### src/rtl/threshold_period.sv
// Hysteresis comparator on a toggle-strobed ADC stream, plus a period meter
// that reports a 2^AVG_LOG2 moving average of the cycle count between rising crossings.
//
// state      | meaning
// CMP_LOW    | comparator below threshold, waiting for sample >= thr_high
// CMP_HIGH   | comparator above threshold, waiting for sample <= thr_low
// M_UNARMED  | no reference pulse yet (after reset or stall)
// M_RUN      | counting cycles since the last pulse
module threshold_period #(
    parameter int          ADC_WIDTH      = 12,
    parameter int          PERIOD_WIDTH   = 24,
    parameter int          AVG_LOG2       = 2,
    parameter int unsigned TIMEOUT_CYCLES = 24'hFFFFFF
) (
    input  logic                    clk,
    input  logic                    rst_n,
    input  logic [ADC_WIDTH-1:0]    adc_value,
    input  logic                    adc_value_change,
    input  logic [ADC_WIDTH-1:0]    thr_high,
    input  logic [ADC_WIDTH-1:0]    thr_low,
    output logic                    pulse,
    output logic [PERIOD_WIDTH-1:0] period,
    output logic                    period_change,
    output logic                    stalled,
    output logic                    cfg_err
);

    localparam int N  = 1 << AVG_LOG2;
    localparam int FW = AVG_LOG2 + 1;
    localparam int SW = PERIOD_WIDTH + AVG_LOG2;
    localparam logic [FW-1:0]           FILL_FULL = FW'(N);
    localparam logic [PERIOD_WIDTH-1:0] TIMEOUT   = PERIOD_WIDTH'(TIMEOUT_CYCLES);

    typedef enum logic {CMP_LOW, CMP_HIGH} cmp_t;
    typedef enum logic {M_UNARMED, M_RUN} meter_t;

    cmp_t                    cmp_state;
    meter_t                  meter_state;
    logic                    chg_q;
    logic                    accept;
    logic [PERIOD_WIDTH-1:0] cnt;
    logic [PERIOD_WIDTH-1:0] raw_q;
    logic                    push_q;
    logic [PERIOD_WIDTH-1:0] hist [N];
    logic [PERIOD_WIDTH-1:0] oldest;
    logic [SW-1:0]           sum;
    logic [FW-1:0]           fill;

    assign accept = adc_value_change ^ chg_q;
    // Until the history is full the dropped entry contributes nothing.
    assign oldest = (fill < FILL_FULL) ? '0 : hist[N-1];

    always_ff @(posedge clk or negedge rst_n) begin
        if (!rst_n) begin
            cmp_state     <= CMP_LOW;
            meter_state   <= M_UNARMED;
            chg_q         <= 1'b0;
            cnt           <= '0;
            raw_q         <= '0;
            push_q        <= 1'b0;
            sum           <= '0;
            fill          <= '0;
            pulse         <= 1'b0;
            period        <= '0;
            period_change <= 1'b0;
            stalled       <= 1'b0;
            cfg_err       <= 1'b0;
            for (int i = 0; i < N; i++) hist[i] <= '0;
        end else begin
            chg_q   <= adc_value_change;
            cfg_err <= (thr_low >= thr_high);
            pulse   <= 1'b0;
            push_q  <= 1'b0;

            if (cfg_err) begin
                cmp_state <= CMP_LOW;
            end else if (accept) begin
                case (cmp_state)
                    CMP_LOW: if (adc_value >= thr_high) begin
                        cmp_state <= CMP_HIGH;
                        pulse     <= 1'b1;
                    end
                    CMP_HIGH: if (adc_value <= thr_low) cmp_state <= CMP_LOW;
                    default: cmp_state <= CMP_LOW;
                endcase
            end

            if (push_q) begin
                period        <= (fill < FILL_FULL) ? raw_q : PERIOD_WIDTH'(sum >> AVG_LOG2);
                period_change <= ~period_change;
            end

            case (meter_state)
                M_UNARMED: if (pulse) begin
                    meter_state <= M_RUN;
                    cnt         <= PERIOD_WIDTH'(1);
                    stalled     <= 1'b0;
                end
                M_RUN: begin
                    // A pulse coinciding with the timeout count is still a valid measurement.
                    if (pulse) begin
                        raw_q   <= cnt;
                        cnt     <= PERIOD_WIDTH'(1);
                        push_q  <= 1'b1;
                        hist[0] <= cnt;
                        for (int i = 1; i < N; i++) hist[i] <= hist[i-1];
                        sum     <= sum + SW'(cnt) - SW'(oldest);
                        if (fill < FILL_FULL) fill <= fill + 1'b1;
                    end else if (cnt == TIMEOUT) begin
                        stalled       <= 1'b1;
                        meter_state   <= M_UNARMED;
                        sum           <= '0;
                        fill          <= '0;
                        period        <= '0;
                        period_change <= ~period_change;
                        for (int i = 0; i < N; i++) hist[i] <= '0;
                    end else if (cnt != '1) begin
                        cnt <= cnt + 1'b1;
                    end
                end
                default: meter_state <= M_UNARMED;
            endcase
        end
    end

endmodule

### config.mk
export PLATFORM = sky130hd
export DESIGN_NAME = threshold_period
export DESIGN_NICKNAME = d
export VERILOG_FILES = /design/src/rtl/threshold_period.sv
export SDC_FILE = /design/constraint.sdc
export NUM_CORES = 1
export LEC_CHECK = 0
export ABC_AREA = 1
export BUFFER_PORTS_ARGS = -buffer_cell sky130_fd_sc_hd__buf_2
export CORE_MARGIN = 2
export CORE_UTILIZATION = 23
export DETAILED_ROUTE_END_ITERATION = 8
export SLEW_MARGIN = 10
export SYNTH_ARGS = -nofsm -noshare
export SYNTH_HDL_FRONTEND = slang
export SYNTH_SLANG_ARGS = --single-unit
### constraint.sdc
create_clock -name clk -period 5.1 [get_ports clk]
set_input_delay 0.765 -clock clk [delete_from_list [all_inputs] [get_ports clk]]
set_output_delay 0.765 -clock clk [all_outputs]
set_load 0.005 [all_outputs]
==> results.yml <==
timing:
  rsz0062_at_grt: "no"
  slew_violations: 0
  tns_ps: 0
  relSlewSlack_pct: 14.7
  setup_viol: 0
  fmax_mhz: 300
  fin_skew_ps: 10.1
  finalHoldViolCount: 0
  period_share_pct: 65.3
  post-route-min-period_ps: 3330
  worst_slack_ps: 1770
  worst_pin_slew_ps: 1280
synthesis:
  synth_warnings: 0
  yosysTopAreaCellShare_pct: 43.3
  synth-seq-cells: 205
  synth_cell_type_count: 34
  yosysTopAreaCell: "dfrtp_1"
  synthCells: 1526
  yosysSeqAreaShare_pct: 43.3
  syn_nets: 1653
  netlist_area_um2: 11900
  synth_area_leaders: "dfrtp_1 (43%), nand2_1 (11%), inv_1 (10%)"
  syn_area_per_cell_um2: 7.77
power_and_ir_drop:
  ir_drop_v: 0.000254
  p_per_area_nw_per_um2: 503
  p_leak_uw: 0.00701
clocking:
  worstSkewPairLatency_ps: 540
  post_cts_buffers: 0
  root_buffer: "clkbuf_16"
  cts_made_buffers: 26
  cts_tree: "done"
  h-tree-depth: 1
  postCtsHoldBufs: 0
  path_clk_slew_ps: 60
  cts_buffer_depth: 3
  cts_resized: 0
  cts.sinks: 205
place:
  numPortBuffers: 66
  place_congestion: 0.894
  dpl.hpwl_um: 23300
  pre_cts_ws_ps: 1790
global_route:
  grt_pass1_vias: 10036
  grt_pass1_wl_um: 53100
  grtUsageTotal_pct: 12.3
  grt_use_met3_pct: 1.96
  grt_max_degree: 116
  grt-ovfl-total: 0
  antenna_found_initial: 0
  grtUsageMet1_pct: 16.6
  grt-busiest-layer: "met2"
  grtUsageMet2_pct: 20.7
routing:
  via_count: 9940
  drc: 0
  first_iter_violations: 620
  routedWlPerCell_um: 14.3
  via_per_inst: 4.37
  ant_nets: 0
  wl_um: 32500
  drt-pass1-iter-count: 5
cells_and_area:
  drive_gt1_share_pct: 8.35
  area_growth_pct: 16.2
  finalNetCount: 1700
  antenna_cells: 0
floorplanning:
  core_area_um2: 51100
  ios: 67
  die_x_um: 231
  die_area_um2: 53400
  rows: 83
  start_util_pct: 23.2
  die_h_um: 231
min_path:
  min_path_type: "primary input to asynchronous set/reset pin"
setup_path:
  path_class: "flop to flop"
  arrival_ps: 3740
  endpoint_kind: "flop"
  crit_path_start_kind: "flop"
  ff2ff_setup_slack_ps: 1770
  cp_max_fo: 59
  crit_required_ps: 5510
outcome:
  status: "completed"
flow_run:
  drv_cap: 0
-- cell usage after synthesis, drive strengths merged --
cell type    n
nor3        14
nand3       61
xor2         7
nand3b       3
dfrtp      205
nand4       13
inv        329
o21a         2
o21ai      126
fa          24
a21o         2
ha          64
clkbuf      34
a21oi       89
buf         19
o21bai       1
and2         3
clkinv       2
nor2        71
xnor2        3
o31ai        1
o22ai       83
a31oi       24
nand2      343
a211oi       1
or2          2
-- layout make-up --
cell class,count,area (um2)
repair buffers,72,397
clock buffers,36,759
inverters,331,1240
multi-input cells,937,5270
well taps,680,851
clock inverters,12,129
flip-flops and latches,205,5130
fillers,5550,37300
-- cells in the final DEF (no fill, tap or decap), types with 4 or more instances in the layout --
cell type / netlist / final
nand2_1: 343 / 342
inv_1: 321 / 321
dfrtp_1: 205 / 204
o21ai_0: 118 / 118
a21oi_1: 88 / 88
o22ai_1: 83 / 83
nor2_1: 69 / 69
buf_2: 12 / 65
ha_1: 64 / 64
nand3_1: 60 / 60
clkbuf_16: 0 / 27
a31oi_1: 24 / 24
fa_1: 24 / 24
nor3_1: 13 / 13
nand4_1: 13 / 13
inv_2: 8 / 8
o21ai_1: 8 / 8
xor2_1: 7 / 7
clkbuf_8: 0 / 6
clkinv_2: 0 / 5
buf_4: 3 / 5
clkbuf_1: 34 / 4
-- power by group --
| part | switching, uW | internal (uW) |
|---|---|---|
| combinational | 2040 | 977 |
| clock | 742 | 1150 |
| sequential | 163 | 1870 |
-- worst max-delay path, cell delays in order (launching register included) --
cell and delay (ps):
dfrtp_2 1000, nand2_1 120, inv_1 110, fa_1 400
inv_1 70, ha_1 260, or2_2 310, nand3_1 130
nand3_1 250, nand3_1 190, nand3b_1 90, nand3_1 140
nand2_1 90
-- worst paths after layout --
path | from | end | cells after the start
hold reg to reg | cfg_err | pulse | 1
min in group clk | adc_value_change | chg_q | 1
setup / recovery | fill[2] | sum[15] | 12
max in group asynchronous | rst_n | hist[64] | 2
hold / removal | rst_n | period[6] | 1
setup reg to reg | fill[2] | sum[15] | 12
-- stage by stage --
step	cell area [um2]	power, uW	hold slack [ps]	utilization (%)	std cells
6_report	13800	6940	275	27.0	2273
5_1_grt	13800	7550	354	27.0	2273
4_1_cts	13800	7000	347	27.0	2273
3_5_place_dp	12900	5060	458	25.2	2225
3_3_place_gp	12900	5050	455	25.2	2225
2_1_floorplan	11900	4160	448	-	1526
-- logic make-up (layout without fill, tap and decap cells) --
kind of cell | count (synthesis) | count (layout) | synth area share, %
buf+inv | 384 | 451 | 12.4
xor+xnor | 10 | 10 | 0.739
simple gates | 510 | 510 | 17.5
flops | 205 | 205 | 43.3
fa+ha+maj | 88 | 88 | 10.8
compound gates | 329 | 329 | 15.3
-- routing by layer --
metal	share of wire [%]	wire length, um	vias up
li1	-	-	4963
met1	46	14800	4679
met2	47	15200	249
met3	5.8	1870	49
met4	1.8	583	0
met5	0	0	-
-- flip-flops by register name (all words and copies together), names as in the netlist --
name and count:
cfg_err 1, chg_q 1, cmp_state 1, cnt 24
fill 3, hist 96, meter_state 1, period 24
period_change 1, pulse 1, push_q 1, raw_q 24
stalled 1, sum 26
No activity file was read; power rests on OpenSTA's default activity.
